$ cat config.mk
export PLATFORM = sky130hd
export DESIGN_NAME = pix_stream_gen
export DESIGN_NICKNAME = d
export VERILOG_FILES = /design/src/rtl/pix_stream_gen.sv
export SDC_FILE = /design/constraint.sdc
export NUM_CORES = 1
export LEC_CHECK = 0
export ABC_CLOCK_PERIOD_IN_PS = 2400
export CAP_MARGIN = 20
export CORE_ASPECT_RATIO = 1.2
export CORE_UTILIZATION = 45
export CTS_CLUSTER_DIAMETER = 80
export DETAILED_ROUTE_END_ITERATION = 10
export GPL_ROUTABILITY_DRIVEN = 0
export GPL_TIMING_DRIVEN = 0
export PLACE_DENSITY_LB_ADDON = 0.12
export SETUP_SLACK_MARGIN = 0.1
export SLEW_MARGIN = 5
export SYNTH_ARGS = -nofsm -noshare
export SYNTH_HDL_FRONTEND = slang
export SYNTH_SLANG_ARGS = --single-unit
$ cat constraint.sdc
create_clock -name pix_clk -period 2.4 [get_ports pix_clk]
set_input_delay 0.24 -clock pix_clk [delete_from_list [all_inputs] [get_ports pix_clk]]
set_output_delay 0.24 -clock pix_clk [all_outputs]
set_load 0.005 [all_outputs]
$ cat src/rtl/pix_stream_gen.sv
// Synthetic pixel-interface source: fixed-geometry frames with a 12-bit pixel ramp.
// Latency: en seen in Idle raises pix_frameValid right after that same clock edge.
// Backpressure: none. The sink must accept every cycle, and a started frame always finishes.
//
// Ports:
//   pix_clk, pix_rst  - pixel clock (rising edge) and async active-high reset
//   en                - level; sampled only in Idle and on the last VBlank cycle
//   pix_frameValid    - frame valid
//   pix_lineValid     - line valid
//   pix_d[11:0]       - pixel data, 0 outside lines
//   frameCount[15:0]  - completed frames, wraps
//   frameDone         - one-cycle pulse on the last VBlank cycle
//   busy              - high outside Idle
module pix_stream_gen #(
  parameter int ImageWidth  = 16,
  parameter int ImageHeight = 4,
  parameter int HBlankLen   = 4,
  parameter int VBlankLen   = 8,
  parameter int FVSetup     = 2,
  parameter int FVHold      = 2
) (
  input  logic        pix_clk,
  input  logic        pix_rst,
  input  logic        en,
  output logic        pix_frameValid,
  output logic        pix_lineValid,
  output logic [11:0] pix_d,
  output logic [15:0] frameCount,
  output logic        frameDone,
  output logic        busy
);

  // One shared phase counter serves every timed state, so it is sized for the longest one.
  localparam int P1   = (ImageWidth > HBlankLen) ? ImageWidth : HBlankLen;
  localparam int P2   = (VBlankLen > FVSetup) ? VBlankLen : FVSetup;
  localparam int P3   = (P1 > P2) ? P1 : P2;
  localparam int LMAX = (P3 > FVHold) ? P3 : FVHold;
  localparam int CW   = (LMAX > 1) ? $clog2(LMAX) : 1;
  localparam int RW   = (ImageHeight > 1) ? $clog2(ImageHeight) : 1;

  localparam logic [CW-1:0] W_LAST  = CW'(ImageWidth - 1);
  localparam logic [CW-1:0] HB_LAST = CW'(HBlankLen - 1);
  localparam logic [CW-1:0] VB_LAST = CW'(VBlankLen - 1);
  localparam logic [CW-1:0] SU_LAST = CW'(FVSetup - 1);
  localparam logic [CW-1:0] HO_LAST = CW'(FVHold - 1);
  localparam logic [RW-1:0] R_LAST  = RW'(ImageHeight - 1);

  typedef enum logic [2:0] {
    S_IDLE, S_SETUP, S_LINE, S_HBLANK, S_HOLD, S_VBLANK
  } state_t;

  state_t        r_state, w_state_nxt;
  logic [CW-1:0] r_cnt, w_cnt_nxt;
  logic [RW-1:0] r_row, w_row_nxt;
  logic [11:0]   r_ramp, w_ramp_nxt;
  logic          r_fv, w_fv_nxt;
  logic          r_lv, w_lv_nxt;
  logic [11:0]   r_d, w_d_nxt;
  logic [15:0]   r_fc, w_fc_nxt;
  logic          r_done, w_done_nxt;
  logic          r_busy, w_busy_nxt;

  always_comb begin
    w_state_nxt = r_state;
    w_cnt_nxt   = r_cnt + 1'b1;
    w_row_nxt   = r_row;
    w_ramp_nxt  = r_ramp;
    w_fc_nxt    = r_fc;
    w_done_nxt  = 1'b0;
    w_d_nxt     = 12'd0;

    case (r_state)
      S_IDLE: begin
        w_cnt_nxt = '0;
        if (en) begin
          w_state_nxt = S_SETUP;
          w_ramp_nxt  = 12'd0;
        end
      end
      S_SETUP: begin
        if (r_cnt == SU_LAST) begin
          w_state_nxt = S_LINE;
          w_cnt_nxt   = '0;
          w_row_nxt   = '0;
        end
      end
      S_LINE: begin
        if (r_cnt == W_LAST) begin
          w_cnt_nxt   = '0;
          w_state_nxt = (r_row == R_LAST) ? S_HOLD : S_HBLANK;
        end
      end
      S_HBLANK: begin
        if (r_cnt == HB_LAST) begin
          w_state_nxt = S_LINE;
          w_cnt_nxt   = '0;
          w_row_nxt   = r_row + 1'b1;
        end
      end
      S_HOLD: begin
        if (r_cnt == HO_LAST) begin
          w_state_nxt = S_VBLANK;
          w_cnt_nxt   = '0;
        end
      end
      S_VBLANK: begin
        if (r_cnt == VB_LAST) begin
          w_cnt_nxt = '0;
          if (en) begin
            w_state_nxt = S_SETUP;
            w_ramp_nxt  = 12'd0;
          end else begin
            w_state_nxt = S_IDLE;
          end
        end
      end
      default: begin
        w_state_nxt = S_IDLE;
        w_cnt_nxt   = '0;
      end
    endcase

    // Outputs are decoded from the next state so they register together with it.
    // The ramp holds the value of the next pixel to emit and wraps naturally at 12 bits.
    if (w_state_nxt == S_LINE) begin
      w_d_nxt    = w_ramp_nxt;
      w_ramp_nxt = w_ramp_nxt + 12'd1;
    end

    // Completion is flagged as the last VBlank cycle begins; the count steps on that edge.
    if (w_state_nxt == S_VBLANK && w_cnt_nxt == VB_LAST) begin
      w_done_nxt = 1'b1;
      w_fc_nxt   = r_fc + 16'd1;
    end

    w_fv_nxt   = (w_state_nxt == S_SETUP) || (w_state_nxt == S_LINE) ||
                 (w_state_nxt == S_HBLANK) || (w_state_nxt == S_HOLD);
    w_lv_nxt   = (w_state_nxt == S_LINE);
    w_busy_nxt = (w_state_nxt != S_IDLE);
  end

  always_ff @(posedge pix_clk or posedge pix_rst) begin
    if (pix_rst) begin
      r_state <= S_IDLE;
      r_cnt   <= '0;
      r_row   <= '0;
      r_ramp  <= 12'd0;
      r_fv    <= 1'b0;
      r_lv    <= 1'b0;
      r_d     <= 12'd0;
      r_fc    <= 16'd0;
      r_done  <= 1'b0;
      r_busy  <= 1'b0;
    end else begin
      r_state <= w_state_nxt;
      r_cnt   <= w_cnt_nxt;
      r_row   <= w_row_nxt;
      r_ramp  <= w_ramp_nxt;
      r_fv    <= w_fv_nxt;
      r_lv    <= w_lv_nxt;
      r_d     <= w_d_nxt;
      r_fc    <= w_fc_nxt;
      r_done  <= w_done_nxt;
      r_busy  <= w_busy_nxt;
    end
  end

  assign pix_frameValid = r_fv;
  assign pix_lineValid  = r_lv;
  assign pix_d          = r_d;
  assign frameCount     = r_fc;
  assign frameDone      = r_done;
  assign busy           = r_busy;

endmodule
Word-level counts from Yosys, hierarchy flattened
Index checks and enable logic that the tools add are counted.
{"block": "word_totals", "regBits": 53, "wordCells": 64}
{"block": "classes", "n_addsub": 4, "eq_ne": 18, "muxes": 23, "n_reduce_logical": 9}
{"operator": "12-bit 2-to-1 mux", "n": 4}
{"operator": "12-bit case mux with 2 select lines", "n": 1}
{"operator": "3-bit 2-to-1 mux", "n": 7}
{"operator": "3-bit case mux with 6 select lines", "n": 1}
{"operator": "16-bit by 1-bit adder with 16-bit output (second input constant)", "n": 1}
{"operator": "4-bit 2-to-1 mux", "n": 4}
{"operator": "4-bit case mux with 4 select lines", "n": 1}
{"operator": "12-bit by 1-bit adder with 12-bit output (second input constant)", "n": 1}
{"operator": "3-bit by 2-bit equality test with 1-bit output (second input constant)", "n": 4}
{"operator": "3-bit equality test (second input constant)", "n": 4}
{"operator": "4-bit by 3-bit equality test with 1-bit output (second input constant)", "n": 2}
{"operator": "3-bit by 1-bit equality test with 1-bit output (second input constant)", "n": 2}
{"operator": "4-bit by 1-bit adder with 4-bit output (second input constant)", "n": 1}
{"operator": "4-bit by 1-bit equality test with 1-bit output (second input constant)", "n": 1}
{"operator": "4-bit by 2-bit equality test with 1-bit output (second input constant)", "n": 1}
{"operator": "4-bit equality test (second input constant)", "n": 1}
{"operator": "2-bit 2-to-1 mux", "n": 2}
{"operator": "2-bit != test (second input constant)", "n": 2}
{"operator": "2-bit case mux with 2 select lines", "n": 1}
{"operator": "3-bit zero test", "n": 1}
{"operator": "1-bit logical OR", "n": 3}
{"operator": "3-bit AND reduction", "n": 1}
{"operator": "3-bit nonzero test", "n": 1}
{"operator": "2-bit by 1-bit adder with 2-bit output (second input constant)", "n": 1}
{"operator": "other kinds (5)", "n": 6}

Logic depth before layout (Yosys ltp)
{"block": "logic_depth", "ltp_word": 8, "depth_mapped": 10, "mapped_depth_nobuf": 9}

Worst setup path before layout
Ideal clock, no wire load.
{"block": "synth_timing", "path_kind": "register to register", "startpoint": "register r_cnt[0]", "endpoint": "register r_fc[6], in the netlist frameCount[6]", "setup_time_ps": 123, "arrival_time_ps": 2056, "required_ps": 2277, "setup_slack_ps": 221, "path_stages_with_launch": 10, "path_buffers": 1, "synth_period_minus_slack_ps": 2179, "cell_sequence": "dfrtp_1 ha_1 clkbuf_2 nand3_1 or4_1 and4_4 or3_4 inv_4 nand4_1 xnor2_1"}
{"block": "synth_between", "elab_chain_cells": 5, "word_cells_on_any_way": 19}
{"item": "start: declaration", "line": "53", "text": "logic [CW-1:0] r_cnt, w_cnt_nxt;"}
{"item": "start signal: assignment", "line": "156", "text": "r_cnt <= w_cnt_nxt;"}
{"item": "4-bit by 1-bit adder with 4-bit output (tied with other cells)", "line": "65", "text": "w_cnt_nxt = r_cnt + 1'b1;"}
{"item": "4-bit 2-to-1 mux (tied with other cells)", "line": "107", "text": "if (r_cnt == VB_LAST) begin"}
{"item": "4-bit case mux with 4 select lines or 3-bit case mux with 6 select lines (tied branches)", "line": "72", "text": "case (r_state)"}
{"item": "4-bit by 3-bit equality test with 1-bit output or 3-bit equality test (tied branches)", "line": "131", "text": "if (w_state_nxt == S_VBLANK && w_cnt_nxt == VB_LAST) begin"}
{"item": "1-bit logical AND (*)", "line": "131"}
{"item": "end signal: assignment", "line": "162", "text": "r_fc <= w_fc_nxt;"}
{"item": "end: declaration", "line": "59", "text": "logic [15:0] r_fc, w_fc_nxt;"}
Mark *: on every way between the ends. The rest lies on a longest branch, timed or not.
A chain may end at the register's enable or synchronous reset.

Worst setup path in the final report
{"block": "layout_timing", "startpoint": "register r_cnt[1]", "endpoint": "register r_fc[6], in the netlist frameCount[6]"}
Same word-level chain as after synthesis.

==> run_results.csv <==
group,metric,value,unit
grt,grt_usage,17.72,%
floorplanning,core_area,5334,µm²
pwr,power.density,479.4,nW/µm²
place,portBuffers,34,
grt,overflow,0,
sta,max_freq,0.4399,GHz
sta,post-route-period-util,94.72,%
floorplanning,start_util,47.08,%
floorplanning,rows,29,
sta,fin_worst_skew,6.366,ps
sta,holdWs,187.7,ps
logic_synthesis,synth_compound_area_share,6.228,%
worst_setup_path,r2r_end,"frameCount[6]$_DFFE_PP0P_",
pwr,vdd_ir_drop_max,0.4192,mV
place,hpwl,3.274,mm
logic_synthesis,synthXorXnorAreaFrac,7.324,%
worst_hold_path,hold_class,"input pin to asynchronous set/reset pin",
layout,stdcell_area,3202,µm²
sta,relSlewSlack,70.34,%
logic_synthesis,synth_top_area_share,52.82,%
sta,finalSetupViolCount,0,
sta,period_needed,2273,ps
place,placed_cell_area,2949,µm²
sta,tightestPinTransition,441.2,ps
logic_synthesis,muxShareOfSynthArea,2.890,%
logic_synthesis,synth_top_family_by_area,"simple AND/OR/NAND/NOR gates",
grt,grt_pass1_wl,8.362,mm
routing,drt_iter0_drc,39,
worst_setup_path,critPathLaunchType,"register",
status,status,"complete, no violations",
worst_setup_path,r2r_slack,130,ps
clocking,cts_tree,"built",
clocking,clock_sinks,53,
sta,report.final.hold_viol_count,0,
logic_synthesis,synth_nets,238,
clocking,ctsHoldBuffers,0,
place,dp_cells,326,
logic_synthesis,synthAdderAreaFrac,2.990,%
worst_setup_path,r2r_start,"r_cnt[1]$_DFF_PP0_",
floorplanning,die_w,70.20,µm
grt,grt_max_degree,41,
clocking,cts_buffers,5,
worst_setup_path,worstSetupStartpoint,"r_cnt[1]$_DFF_PP0_",
routing,drt-total-wl,4.872,mm
layout,nNetsFinal,292,
logic_synthesis,synth_area_leader_cell,"dfrtp_1",
sta,slew_viol_final,0,
logic_synthesis,synth_edf_count,0,
routing,routed-via-count,1848,
routing,via_per_inst,5.341,
clocking,cts_htree_levels,2,
clocking,cts-root-buf,"clkbuf_8",
logic_synthesis,synth-seq-cells,53,
routing,post-route-drc-count,0,
worst_setup_path,crit_chain,"ha_2 > buf_6 > nand3_1 > or4_4 > and4_4 > or3_4 > clkinv_4 > nand4_1 > xnor2_1",
floorplanning,die_area,5884,µm²
logic_synthesis,ys_warn_count,0,
logic_synthesis,async_reset_ff_share,100.0,%
logic_synthesis,netlist_instances,229,
logic_synthesis,yosysSeqAreaShare,52.82,%
floorplanning,dieHeight,83.83,µm
flow_run,cap_viol_max_count,0,
grt,antenna_found_initial,0,
pwr,p_leak,1.435,nW
logic_synthesis,syn_area,2511,µm²
clocking,path_clk_slew,100,ps
logic_synthesis,ys.flop_type,"dfrtp_1",
clocking,clk_latency,300,ps
logic_synthesis,synthSimpleGateAreaFrac,24.51,%
logic_synthesis,synthTopCellsByArea,"dfrtp_1, xnor2_1, and3_1",
worst_setup_path,critPathMaxFanout,5,
clocking,cts.path.max_buffers,2,
worst_setup_path,end_kind,"register",
layout,stdcell_count,346,
worst_setup_path,worstPathRequired,2600,ps
grt,grt_pass1_vias,1776,
worst_setup_path,cp.arrival,2470,ps
floorplanning,io-pin-count,35,
logic_synthesis,avgSynthCellArea,10.97,µm²
logic_synthesis,ys_types,44,
worst_setup_path,crit_type,"register to register",
layout,syn_to_final_growth,27.50,%
routing,first_pass_iters,4,
worst_setup_path,critical_path.slowest_cell,"or4_4",
worst_setup_path,worstRegToRegCells,9,
routing,ant_nets,0,
worst_setup_path,critPathMaxStageDelay,430,ps
layout,drive_above_1_share,15.49,%
sta,rsz0062_at_grt,"yes",
routing,wl_per_cell,14.08,µm
layout,diodes,0,
[synthesized netlist by cell type (5+ instances only)]
library cell / n
xnor2_1: 17
buf_2: 5
and3_1: 18
mux2i_1: 5
dfrtp_1: 53
ha_1: 6
nand3_1: 7
inv_1: 6
nor2_1: 7
nand4_1: 11
nand2_1: 24
and2_1: 7
[flip-flops by register name, summed over array words and instances (netlist names)]
name            cells
frameCount         16
pix_frameValid      1
r_row               2
busy                1
pix_d              12
r_ramp             12
pix_lineValid       1
r_cnt               4
frameDone           1
r_state             3
[report_power, final]
group | total, mW | switching [mW] | internal, mW
clock | 0.619 | 0.305 | 0.313
sequential | 0.892 | 0 | 0.892
combinational | 0.0240 | 0.0174 | 0.00653
[cells by family (layout without fill, tap and decap cells)]
kind of cell | count (synthesis) | after routing
simple gates | 103 | 103
xor+xnor | 21 | 21
flops | 53 | 53
buf+inv | 18 | 73
mux | 7 | 7
compound gates | 21 | 21
fa+ha+maj | 6 | 6
[layout make-up]
cell class,count,area (µm²)
timing repair buffer,46,440.4
sequential,53,1326
tap,62,77.57
inverter,7,31.28
clock buffer,5,68.82
clock inverter,3,43.79
buffer,11,65.06
fill,469,2132
timing repair inverter,1,5.005
multi-input combinational,158,1144
[worst max-delay path, delay by kind of cell, from the launching register on]
family                     cells  cell delay, ps
and+or+nand+nor                5            1240
DFF                            1             380
adders and majority gates      1             210
buffers and inverters          2             190
xor gates and xnor gates       1             140
[how the worst max path moves through the flow]
stage                                      end  slack [ps]  cells past startpoint
floorplan            frameCount[6]$_DFFE_PP0P_         220                      9
global placement           r_ramp[8]$_DFF_PP0_        -190                     10
detailed placement        r_ramp[10]$_DFF_PP0_        -180                     10
CTS                 frameCount[12]$_DFFE_PP0P_         110                      9
global route         frameCount[6]$_DFFE_PP0P_          40                      9
finish               frameCount[6]$_DFFE_PP0P_         130                      9
[metal layers]
layer	up-vias	GRT usage (%)	part of all wire [%]
li1	916	-	-
met1	892	23.70	47
met2	36	28.93	49
met3	4	3.261	3.2
met4	0	6.000	0.90
met5	-	0	0
[repair_timing]
item | 4_1_cts | 5_1_grt
gates cloned | 0 | 2
setup buffers | 6 | 4
setup endpoints to repair | 19 | 31
pin swaps | 2 | 7
hold endpoints to repair | 0 | 0
resized for setup | 6 | 10
[stage by stage]
step                      setup TNS [ps]  power, mW  util, %  setup slack [ps]
final                                  0      1.535    60.03             126.7
after detailed placement          -443.7     0.9359    55.29            -181.8
after global routing                   0      1.591    60.03             36.98
after floorplan                        0     0.9232        -             221.0
after global placement             -4887     0.9313    54.91            -185.4
after CTS                              0      1.555    58.69             106.1
[layout by cell type (no fill, tap or decap), drive strengths merged, types with 10 or more instances in the layout]
cell type,Yosys,routed
and3,18,18
nand2,24,24
buf,6,18
dfrtp,53,53
xnor2,17,17
nand4,11,11
clkdlybuf4s50,0,34
clkbuf,5,10
Power figures use the tool's default switching activity.
